[src/rtl/ram_arbiter_pkg.sv]
`default_nettype none
// +----------------------------------------------------------------------+
// | Module  : ram_arbiter_pkg                                            |
// | Purpose : Shared types and constants for the two-port RAM arbiter:   |
// |           FSM state encoding, owner-id encoding, default widths.     |
// | Ports   : none (package)                                             |
// | Rev     : 1.0  initial release                                       |
// +----------------------------------------------------------------------+
package ram_arbiter_pkg;

  localparam int DEFAULT_ADDRESS_WIDTH = 14;
  localparam int DATA_WIDTH            = 16;

  typedef enum logic [0:0] {
    ST_IDLE   = 1'b0,
    ST_ACCESS = 1'b1
  } state_t;

  typedef enum logic [0:0] {
    OWNER_M0 = 1'b0,
    OWNER_M1 = 1'b1
  } owner_t;

endpackage : ram_arbiter_pkg
`default_nettype wire

[src/rtl/ram_arbiter_if.sv]
`default_nettype none
// +----------------------------------------------------------------------+
// | Module  : ram_arbiter_if                                             |
// | Purpose : One requester port of the RAM arbiter.                     |
// | Signals : req    - access pending, held until ack                    |
// |           we     - byte write enables (2'b00 = read)                 |
// |           addr   - word address                                      |
// |           wdata  - write data                                        |
// |           ack    - one-cycle pulse when the access is issued         |
// |           rvalid - one-cycle pulse when rdata holds read data        |
// |           rdata  - read data, held between rvalid pulses             |
// | Modports: master (requester side), slave (arbiter side)              |
// | Rev     : 1.0  initial release                                       |
// +----------------------------------------------------------------------+
interface ram_arbiter_if
  import ram_arbiter_pkg::*;
#(
  parameter int ADDRESS_WIDTH = DEFAULT_ADDRESS_WIDTH
) ();

  logic                     req;
  logic [1:0]               we;
  logic [ADDRESS_WIDTH-1:0] addr;
  logic [DATA_WIDTH-1:0]    wdata;
  logic                     ack;
  logic                     rvalid;
  logic [DATA_WIDTH-1:0]    rdata;

  modport master (
    output req, we, addr, wdata,
    input  ack, rvalid, rdata
  );

  modport slave (
    input  req, we, addr, wdata,
    output ack, rvalid, rdata
  );

endinterface : ram_arbiter_if
`default_nettype wire

[src/rtl/ram_arbiter_rr_pick2.sv]
`default_nettype none
// +----------------------------------------------------------------------+
// | Module  : rr_pick2                                                   |
// | Purpose : Two-way round-robin choice. With both requests present the |
// |           requester not granted most recently wins; with a single    |
// |           request that requester wins regardless of history.         |
// | Ports   : clk, rst_n - clock, async active-low reset                 |
// |           req[1:0]   - request vector (bit i = requester i)          |
// |           take       - a grant is being consumed this cycle          |
// |           valid      - at least one request present                  |
// |           grant      - chosen requester                              |
// | Rev     : 1.0  initial release                                       |
// +----------------------------------------------------------------------+
module rr_pick2
  import ram_arbiter_pkg::*;
(
  input  logic       clk,
  input  logic       rst_n,
  input  logic [1:0] req,
  input  logic       take,
  output logic       valid,
  output owner_t     grant
);

  owner_t last_grant;

  always_comb begin
    valid = |req;
    grant = OWNER_M0;
    if (req == 2'b11) begin
      grant = (last_grant == OWNER_M0) ? OWNER_M1 : OWNER_M0;
    end else if (req[1]) begin
      grant = OWNER_M1;
    end
  end

  // Reset to "m1 granted last" so the first contended grant goes to m0.
  always_ff @(posedge clk or negedge rst_n) begin
    if (!rst_n) begin
      last_grant <= OWNER_M1;
    end else if (take && valid) begin
      last_grant <= grant;
    end
  end

endmodule : rr_pick2
`default_nettype wire

[src/rtl/ram_arbiter.sv]
`default_nettype none
// +----------------------------------------------------------------------+
// | Module  : ram_arbiter                                                |
// | Purpose : Shares one synchronous 16-bit RAM between two requesters.  |
// |           IDLE picks a requester (round-robin) and registers its     |
// |           request; ACCESS drives the RAM and pulses the owner's ack; |
// |           reads return rvalid/rdata the cycle after ACCESS.          |
// | Ports   : clk, rst_n - clock, async active-low reset                 |
// |           m0, m1     - requester ports (slave modport)               |
// |           ram_we     - RAM byte write enables (0 outside ACCESS)     |
// |           ram_addr   - RAM word address (held outside ACCESS)        |
// |           ram_data   - RAM write data (held outside ACCESS)          |
// |           ram_q      - RAM read data, one cycle after address        |
// | Rev     : 1.0  initial release                                       |
// +----------------------------------------------------------------------+
module ram_arbiter
  import ram_arbiter_pkg::*;
#(
  parameter int ADDRESS_WIDTH = DEFAULT_ADDRESS_WIDTH
) (
  input  logic                     clk,
  input  logic                     rst_n,
  ram_arbiter_if.slave             m0,
  ram_arbiter_if.slave             m1,
  output logic [1:0]               ram_we,
  output logic [ADDRESS_WIDTH-1:0] ram_addr,
  output logic [DATA_WIDTH-1:0]    ram_data,
  input  logic [DATA_WIDTH-1:0]    ram_q
);

  state_t                   state;
  owner_t                   owner;
  logic                     is_read;
  logic                     ack0_q;
  logic                     ack1_q;
  logic                     rv0_q;
  logic                     rv1_q;
  logic [DATA_WIDTH-1:0]    hold0;
  logic [DATA_WIDTH-1:0]    hold1;

  logic                     pick_valid;
  owner_t                   pick;
  logic [1:0]               sel_we;
  logic [ADDRESS_WIDTH-1:0] sel_addr;
  logic [DATA_WIDTH-1:0]    sel_wdata;
  logic                     take;

  // Requests are only looked at in IDLE, so anything raised during ACCESS
  // waits for the next IDLE cycle.
  assign take = (state == ST_IDLE);

  rr_pick2 u_pick (
    .clk   (clk),
    .rst_n (rst_n),
    .req   ({m1.req, m0.req}),
    .take  (take),
    .valid (pick_valid),
    .grant (pick)
  );

  always_comb begin
    sel_we    = m0.we;
    sel_addr  = m0.addr;
    sel_wdata = m0.wdata;
    if (pick == OWNER_M1) begin
      sel_we    = m1.we;
      sel_addr  = m1.addr;
      sel_wdata = m1.wdata;
    end
  end

  always_ff @(posedge clk or negedge rst_n) begin
    if (!rst_n) begin
      state    <= ST_IDLE;
      owner    <= OWNER_M0;
      is_read  <= 1'b0;
      ack0_q   <= 1'b0;
      ack1_q   <= 1'b0;
      rv0_q    <= 1'b0;
      rv1_q    <= 1'b0;
      hold0    <= '0;
      hold1    <= '0;
      ram_we   <= 2'b00;
      ram_addr <= '0;
      ram_data <= '0;
    end else begin
      ack0_q <= 1'b0;
      ack1_q <= 1'b0;
      rv0_q  <= 1'b0;
      rv1_q  <= 1'b0;
      // Capture the returned word so rdata keeps it after the rvalid pulse.
      if (rv0_q) hold0 <= ram_q;
      if (rv1_q) hold1 <= ram_q;
      case (state)
        ST_IDLE: begin
          if (pick_valid) begin
            state    <= ST_ACCESS;
            owner    <= pick;
            is_read  <= (sel_we == 2'b00);
            ram_we   <= sel_we;
            ram_addr <= sel_addr;
            ram_data <= sel_wdata;
            ack0_q   <= (pick == OWNER_M0);
            ack1_q   <= (pick == OWNER_M1);
          end
        end
        ST_ACCESS: begin
          state  <= ST_IDLE;
          ram_we <= 2'b00;
          if (is_read) begin
            rv0_q <= (owner == OWNER_M0);
            rv1_q <= (owner == OWNER_M1);
          end
        end
        default: begin
          state  <= ST_IDLE;
          ram_we <= 2'b00;
        end
      endcase
    end
  end

  // ram_q is already valid in the rvalid cycle, so it is forwarded directly
  // then; the held copy covers every other cycle.
  assign m0.ack    = ack0_q;
  assign m1.ack    = ack1_q;
  assign m0.rvalid = rv0_q;
  assign m1.rvalid = rv1_q;
  assign m0.rdata  = rv0_q ? ram_q : hold0;
  assign m1.rdata  = rv1_q ? ram_q : hold1;

endmodule : ram_arbiter
`default_nettype wire

[src/flat_wrapper.sv]
// flat-port wrapper written by rule: the top's interface ports become plain ports
module ram_arbiter_flat import ram_arbiter_pkg::*;
#(
  parameter int ADDRESS_WIDTH = DEFAULT_ADDRESS_WIDTH
)
  (clk, rst_n, ram_we, ram_addr, ram_data, ram_q, m0_req, m0_we, m0_addr, m0_wdata, m0_ack, m0_rvalid, m0_rdata, m1_req, m1_we, m1_addr, m1_wdata, m1_ack, m1_rvalid, m1_rdata);
  ram_arbiter_if #(.ADDRESS_WIDTH(ADDRESS_WIDTH)) m0_i ();
  ram_arbiter_if #(.ADDRESS_WIDTH(ADDRESS_WIDTH)) m1_i ();
  input  logic clk;
  input  logic rst_n;
  output logic [1:0] ram_we;
  output logic [ADDRESS_WIDTH-1:0] ram_addr;
  output logic [DATA_WIDTH-1:0] ram_data;
  input  logic [DATA_WIDTH-1:0] ram_q;
  input wire logic [$bits(m0_i.req)-1:0] m0_req;
  input wire logic [$bits(m0_i.we)-1:0] m0_we;
  input wire logic [$bits(m0_i.addr)-1:0] m0_addr;
  input wire logic [$bits(m0_i.wdata)-1:0] m0_wdata;
  output wire logic [$bits(m0_i.ack)-1:0] m0_ack;
  output wire logic [$bits(m0_i.rvalid)-1:0] m0_rvalid;
  output wire logic [$bits(m0_i.rdata)-1:0] m0_rdata;
  input wire logic [$bits(m1_i.req)-1:0] m1_req;
  input wire logic [$bits(m1_i.we)-1:0] m1_we;
  input wire logic [$bits(m1_i.addr)-1:0] m1_addr;
  input wire logic [$bits(m1_i.wdata)-1:0] m1_wdata;
  output wire logic [$bits(m1_i.ack)-1:0] m1_ack;
  output wire logic [$bits(m1_i.rvalid)-1:0] m1_rvalid;
  output wire logic [$bits(m1_i.rdata)-1:0] m1_rdata;
  assign m0_i.req = m0_req;
  assign m0_i.we = m0_we;
  assign m0_i.addr = m0_addr;
  assign m0_i.wdata = m0_wdata;
  assign m0_ack = m0_i.ack;
  assign m0_rvalid = m0_i.rvalid;
  assign m0_rdata = m0_i.rdata;
  assign m1_i.req = m1_req;
  assign m1_i.we = m1_we;
  assign m1_i.addr = m1_addr;
  assign m1_i.wdata = m1_wdata;
  assign m1_ack = m1_i.ack;
  assign m1_rvalid = m1_i.rvalid;
  assign m1_rdata = m1_i.rdata;
  ram_arbiter #(.ADDRESS_WIDTH(ADDRESS_WIDTH)) u_core (.clk(clk), .rst_n(rst_n), .m0(m0_i), .m1(m1_i), .ram_we(ram_we), .ram_addr(ram_addr), .ram_data(ram_data), .ram_q(ram_q));
endmodule
[config.mk]
export PLATFORM = sky130hd
export DESIGN_NAME = ram_arbiter_flat
export DESIGN_NICKNAME = d
export VERILOG_FILES = /design/src/rtl/ram_arbiter_pkg.sv /design/src/rtl/ram_arbiter_if.sv /design/src/rtl/ram_arbiter_rr_pick2.sv /design/src/rtl/ram_arbiter.sv /design/src/flat_wrapper.sv
export SDC_FILE = /design/constraint.sdc
export NUM_CORES = 1
export LEC_CHECK = 0
export ABC_AREA = 1
export ABC_CLOCK_PERIOD_IN_PS = 1100
export BUFFER_PORTS_ARGS = -buffer_cell sky130_fd_sc_hd__clkbuf_2
export CAP_MARGIN = 40
export CORE_MARGIN = 2
export CORE_UTILIZATION = 41
export DETAILED_ROUTE_END_ITERATION = 8
export HOLD_SLACK_MARGIN = 0.06
export PLACE_DENSITY = 0.82
export SETUP_SLACK_MARGIN = 0.2
export SLEW_MARGIN = 10
export SYNTH_ARGS = -nofsm -noshare
export SYNTH_HDL_FRONTEND = slang
export SYNTH_SLANG_ARGS = --single-unit
[constraint.sdc]
create_clock -name clk -period 1.1 [get_ports clk]
set_input_delay 0.055 -clock clk [delete_from_list [all_inputs] [get_ports clk]]
set_output_delay 0.055 -clock clk [all_outputs]
set_load 0.01 [all_outputs]
==> reports/qor.yml, run 1 <==
pwr:
  vdd_drop_max_mv: 0.944
  p_per_area_nw_per_um2: 1910
  p_leak_nw: 3.31
  p_total_w: 0.0122
synth:
  synth.area.top_cells: "dfrtp_1 59%, mux2_2 12%, nand3_1 9.6%"
  synth_compound_area_frac: 0.0166
  yosysTopAreaCell: "dfrtp_1"
  synth_common_cells: "71 x dfrtp_1, 68 x nand2_1, 58 x nand3_1"
  synthSimpleGateAreaFrac: 0.208
  syn_avg_cell_area_um2: 11.0
  synthArstFlopShare: 1.00
  synth_cell_types: 19
  netlist_area_um2: 3020
  synth_edf_count: 0
  ys.flop_type: "dfrtp_1"
  yosysTopAreaCellShare: 0.589
  yosysMostFrequentCell: "dfrtp_1"
  netlist_instances: 274
  synth_nets: 358
  synth_seq_area_share: 0.598
  yosysWarningCount: 0
  synthXorXnorAreaFrac: 0
  yosys_register_bits: 72
  synthAdderAreaFrac: 0
  synth_top_family_by_area: "simple AND/OR/NAND/NOR gates"
  synth.area.mux_share: 0.119
clock_network:
  numCtsBuffers: 9
  cts_root_buf: "clkbuf_8"
  ctsHoldBuffers: 63
  cts_buffer_depth: 2
  cts_tree: "built"
  clock_latency_ps: 360
  htreeDepth: 3
  clkTransAtPathRegs_ps: 90
  clock_sinks: 72
grt:
  grt_overflow: 0
  grt_pass1_vias: 3570
  grt_pass1_wl_mm: 18.7
  track_usage: 0.303
  antenna_found_initial: 0
  grt_max_degree: 73
timing:
  min_period_over_period: 1.42
  tightest_slew_ps: 405
  slew_headroom: 0.730
  whs_ps: -30.9
  fin_crit_ps: 1560
  hold_viol: 13
  finalMaxSlewViolations: 0
  skew_ps: 16.7
  rsz0062_at_grt: "yes"
  final-setup-viol-count: 78
  max_freq_mhz: 642
  fin_ws_ps: -457
status:
  outcome: "finished, violations left"
  violations: "hold timing, setup timing"
worst_setup_path:
  crit_path_max_fanout: 8
  crit_arrival_ps: 1500
  cp.required_ps: 1040
  cp-endpoint: "m1_rdata[9]"
  rr_startpoint: "u_core.u_pick.last_grant$_DFFE_PN1P_"
  ff2ff_path_depth: 8
  crit_start: "u_core.m1.rvalid$_DFF_PN0_"
  regToRegSetupSlack_ps: -280
  reg2reg_to: "u_core.ram_addr[8]$_DFFE_PN0P_"
  startpoint_type: "register"
  critPathKind: "reg -> out"
  end_kind: "output port"
routing:
  wl_per_cell_um: 23.2
  ant_nets: 0
  drc: 0
  num_vias: 3555
  via_per_inst: 5.38
  routed_wirelength_mm: 15.3
  first_iter_violations: 199
  first_pass_iters: 4
place:
  place_ws_ps: -265
  routabilityCongestion: 0.764
  port_buffers: 151
  hpwlAfterDp_mm: 5.40
  dp_cells: 519
layout:
  stdcell_count: 661
  layout-drive-gt1-share: 0.665
  multi_input_area_um2: 1720
  seq_area_um2: 1810
  area_growth_pct: 112
  n_fill_cell: 268
  antenna_cells: 0
  nets: 641
floorplanning:
  core_area_um2: 7180
  die_x_um: 89.8
  placement_rows: 31
  die_area_um2: 8060
  initial_core_util: 0.420
  die_height_um: 89.8
  ios: 152
flow_run:
  max-cap-violations: 0
min_path:
  holdPathStages: 2
  hp-class: "in -> reg"
## routing by layer
metal	vias to the layer above	track usage	part of all wire
li1	1493	-	-
met1	1737	0.332	0.35
met2	250	0.527	0.52
met3	75	0.0738	0.075
met4	0	0.190	0.057
met5	-	0	0
## metrics by stage
| step | setup TNS, ps | hold WS [ps] | util | cell area, um2 |
|---|---|---|---|---|
| after floorplan | -944 | -241 | - | 3130 |
| after global placement | -6600 | 104 | 0.554 | 3980 |
| after detailed placement | -7860 | 107 | 0.554 | 3980 |
| after CTS | -17300 | -41.3 | 0.807 | 5790 |
| after global routing | -23200 | -32.7 | 0.892 | 6400 |
| final | -21220 | -30.9 | 0.892 | 6400 |
## flip-flops by register name, indices dropped and copies added, names as in the netlist
register                  count
u_core.m0.rvalid              1
u_core.ram_addr              14
u_core.m0.ack                 1
u_core.state                  1
u_core.m1.ack                 1
u_core.owner                  1
u_core.m1.rvalid              1
u_core.hold1                 16
u_core.is_read                1
u_core.ram_we                 2
u_core.hold0                 16
u_core.ram_data              16
u_core.u_pick.last_grant      1
## cells in the final DEF, fill, tap and decap left out
cell type | Yosys | routed
clkbuf_2 | 0 | 104
dfrtp_1 | 71 | 68
dlygate4sd3_1 | 0 | 63
buf_6 | 8 | 39
nand3_2 | 0 | 36
nand2_1 | 68 | 35
buf_4 | 3 | 30
mux2_4 | 0 | 29
nand2_4 | 1 | 27
buf_2 | 6 | 27
buf_12 | 0 | 12
nand3_1 | 58 | 11
nand3_4 | 0 | 11
clkbuf_8 | 0 | 9
nand2_2 | 1 | 8
inv_1 | 7 | 5
o21ai_2 | 0 | 5
buf_16 | 0 | 5
mux2_2 | 32 | 3
nor2_4 | 2 | 3
inv_6 | 0 | 3
clkbuf_16 | 0 | 3
buf_8 | 0 | 3
dfrtp_2 | 0 | 3
inv_4 | 1 | 2
nor3_2 | 0 | 2
inv_12 | 0 | 2
a21oi_1 | 3 | 2
o21ai_1 | 3 | 2
clkinv_4 | 0 | 2
bufinv_16 | 0 | 2
nor2_8 | 1 | 1
a21oi_2 | 0 | 1
nand3b_1 | 1 | 1
nor3_1 | 3 | 1
clkinvlp_4 | 0 | 1
dfstp_2 | 1 | 1
## kinds of logic after synthesis
kind of cell	count (synthesis)
and+or+nand+nor	135
buffers and inverters	25
DFF	72
muxes	32
AOI/OAI and AO/OA	10
## worst max-delay path, cell delays in order (launching register included)
cell and delay, ps:
dfrtp_2 460, clkbuf_16 200, mux2_4 350, buf_6 140
## what timing repair did
item,CTS,global route
setup buffers,26,25
cloned,10,2
setup endpoints to repair,137,139
pin swaps,52,32
endpoints found under the hold margin,136,27
gates resized for setup,128,116
## final cells by class
type / instances / area share
clock buffer: 9 / 0.0194
timing repair inverter: 2 / 0.00391
clock inverter: 7 / 0.0160
timing repair buffer: 286 / 0.383
tap: 99 / 0.0194
inverter: 8 / 0.00743
multi-input combinational: 178 / 0.269
sequential: 72 / 0.282
## worst min-delay path by stage
stage	from	to	slack, ps
floorplan	rst_n	u_core.hold0[0]$_DFF_PN0_	-240
finish	ram_q[3]	u_core.hold0[3]$_DFF_PN0_	-30
detailed placement	rst_n	u_core.hold0[4]$_DFF_PN0_	110
global placement	rst_n	u_core.hold0[0]$_DFF_PN0_	100
global route	ram_q[5]	u_core.hold0[5]$_DFF_PN0_	-30
CTS	ram_q[14]	u_core.hold1[14]$_DFF_PN0_	-40
## report_power, final
group	switching, W	total [W]	internal [W]
sequential	0.000503	0.00403	0.00353
clock	0.00117	0.00247	0.00130
combinational	0.00261	0.00573	0.00312
No activity file was read; power rests on OpenSTA's default activity.
==> run 2: changes to the inputs <==
--- a/config.mk
+++ b/config.mk
@@ -9,7 +9,7 @@
 export ABC_CLOCK_PERIOD_IN_PS = 1100
 export BUFFER_PORTS_ARGS = -buffer_cell sky130_fd_sc_hd__clkbuf_2
 export CAP_MARGIN = 40
-export CORE_MARGIN = 2
+export CORE_MARGIN = 1.5
 export CORE_UTILIZATION = 41
 export DETAILED_ROUTE_END_ITERATION = 8
 export HOLD_SLACK_MARGIN = 0.06
==> constraint.sdc (replaced) <==
create_clock -name clk -period 1.1 [get_ports clk]
set_input_delay 0.33 -clock clk [delete_from_list [all_inputs] [get_ports clk]]
set_output_delay 0.33 -clock clk [all_outputs]
set_load 0.01 [all_outputs]
==> reports/qor.yml, run 2 (synthesis gave the netlist of run 1 again) <==
layout:
  antenna_cells: 0
  final_common_cell: "clkbuf_2"
  top_regs: "u_core.hold0 (16), u_core.hold1 (16), u_core.ram_data (16)"
  layout-drive-gt1-share: 0.717
  final_cell_mix: "136 x clkbuf_2, 69 x dfrtp_1, 46 x nand2_1"
  area_growth_pct: 89.3
  post-route-cell-area_um2: 5710
  seq_area_um2: 1810
  multi_input_area_um2: 1670
  n_fill_cell: 384
  nets: 575
clock_network:
  clock_sinks: 72
  cts_root_buf: "clkbuf_8"
  clkTransAtPathRegs_ps: 80
  numCtsBuffers: 9
  cts_buffer_depth: 2
  htreeDepth: 3
  clock_latency_ps: 340
  cts_tree: "built"
pwr:
  combPwrFrac: 0.463
  p_per_area_nw_per_um2: 2000
  p_seq_frac: 0.344
  vdd_drop_max_mv: 0.770
  switchingPower_w: 0.00366
  netSwitchingFraction: 0.321
  p_int_w: 0.00774
  p_leak_nw: 3.00
  p_clk_frac: 0.193
grt:
  track_usage: 0.236
  grt_pass1_vias: 2801
  grt_overflow: 0
  grt_pass1_wl_mm: 13.7
  antenna_found_initial: 0
  grt_max_degree: 59
timing:
  slew_headroom: 0.807
  min_period_over_period: 1.60
  fin_crit_ps: 1760
  finalMaxSlewViolations: 0
  max_freq_mhz: 568
  whs_ps: 202
  fin_ws_ps: -661
  skew_ps: 6.21
  rsz0062_at_grt: "yes"
  final-setup-viol-count: 110
  hold_viol: 0
  tightest_slew_ps: 289
status:
  violations: "setup timing"
  outcome: "finished, violations left"
flow_run:
  max-cap-violations: 0
worst_setup_path:
  crit_arrival_ps: 1430
  critPathKind: "reg -> out"
  regToRegSetupSlack_ps: -240
  end_kind: "output port"
  crit_path_max_fanout: 4
  cp.required_ps: 770
  startpoint_type: "register"
place:
  port_buffers: 151
  hpwlAfterDp_mm: 5.73
  place_area_um2: 4100
  routabilityCongestion: 0.764
routing:
  wl_per_cell_um: 17.9
  drc: 0
  first_iter_violations: 106
  ant_nets: 0
  routed_wirelength_mm: 10.6
  first_pass_iters: 4
  via_per_inst: 5.09
  num_vias: 3025
floorplanning:
  placement_rows: 31
  die_height_um: 88.8
  ios: 152
  initial_core_util: 0.420
  core_area_um2: 7180
  die_area_um2: 7880
  die_x_um: 88.8
min_path:
  hp-class: "in -> reg"
==> run 2: layout make-up <==
type                       count  area share
multi-input combinational    177       0.293
clock inverter                 2     0.00657
timing repair buffer         223       0.326
sequential                    72       0.316
inverter                       8     0.00789
tap                           99      0.0217
clock buffer                  13      0.0296
==> run 2: metrics by stage <==
step	setup TNS, ps	power [W]	instances	setup WS, ps	utilization
after floorplan	-7050	0.00581	274	-233	-
after global placement	-10040	0.00724	530	-239	0.571
after detailed placement	-11160	0.00738	530	-251	0.571
after CTS	-28780	0.0104	577	-634	0.723
after global routing	-34440	0.0120	594	-699	0.796
final	-29750	0.0114	594	-661	0.796
==> run 2: worst paths after layout <==
path	start	to	cells past startpoint
setup / recovery	u_core.m1.rvalid$_DFF_PN0_	m1_rdata[1]	3
hold / removal	m1_addr[12]	u_core.ram_addr[12]$_DFFE_PN0P_	3
setup reg to reg	u_core.u_pick.last_grant$_DFFE_PN1P_	u_core.ram_addr[12]$_DFFE_PN0P_	8
hold reg to reg	u_core.owner$_DFFE_PN0P_	u_core.m0.rvalid$_DFF_PN0_	1
max in group asynchronous	rst_n	u_core.u_pick.last_grant$_DFFE_PN1P_	3
min in group asynchronous	rst_n	u_core.hold1[11]$_DFF_PN0_	3
==> run 2: repair_timing <==
action	4_1_cts	5_1_grt
pin swaps	50	24
hold buffers	1	0
hold endpoints to repair	71	0
setup endpoints to repair	137	139
buffers inserted	22	14
cloned	9	3
gates resized for setup	107	87
==> run 2: power groups by stage <==
stage / sequential (W) / combinational (W) / clock, W
after floorplan: 0.00396 / 0.00185 / 0
after global placement: 0.00388 / 0.00336 / 0
after detailed placement: 0.00391 / 0.00346 / 0
after CTS: 0.00387 / 0.00431 / 0.00221
after global routing: 0.00398 / 0.00562 / 0.00236
final: 0.00392 / 0.00528 / 0.00220
==> run 2: layer usage <==
layer | share of wire | GRT usage
met3 | 0.058 | 0.0448
met5 | 0 | 0
met2 | 0.53 | 0.421
met1 | 0.40 | 0.276
met4 | 0.014 | 0.102
==> run 2: worst max-delay path: stages (launching register included) <==
cell and delay, ps:
dfrtp_2 440, buf_4 160, mux2_2 350, clkbuf_2 130
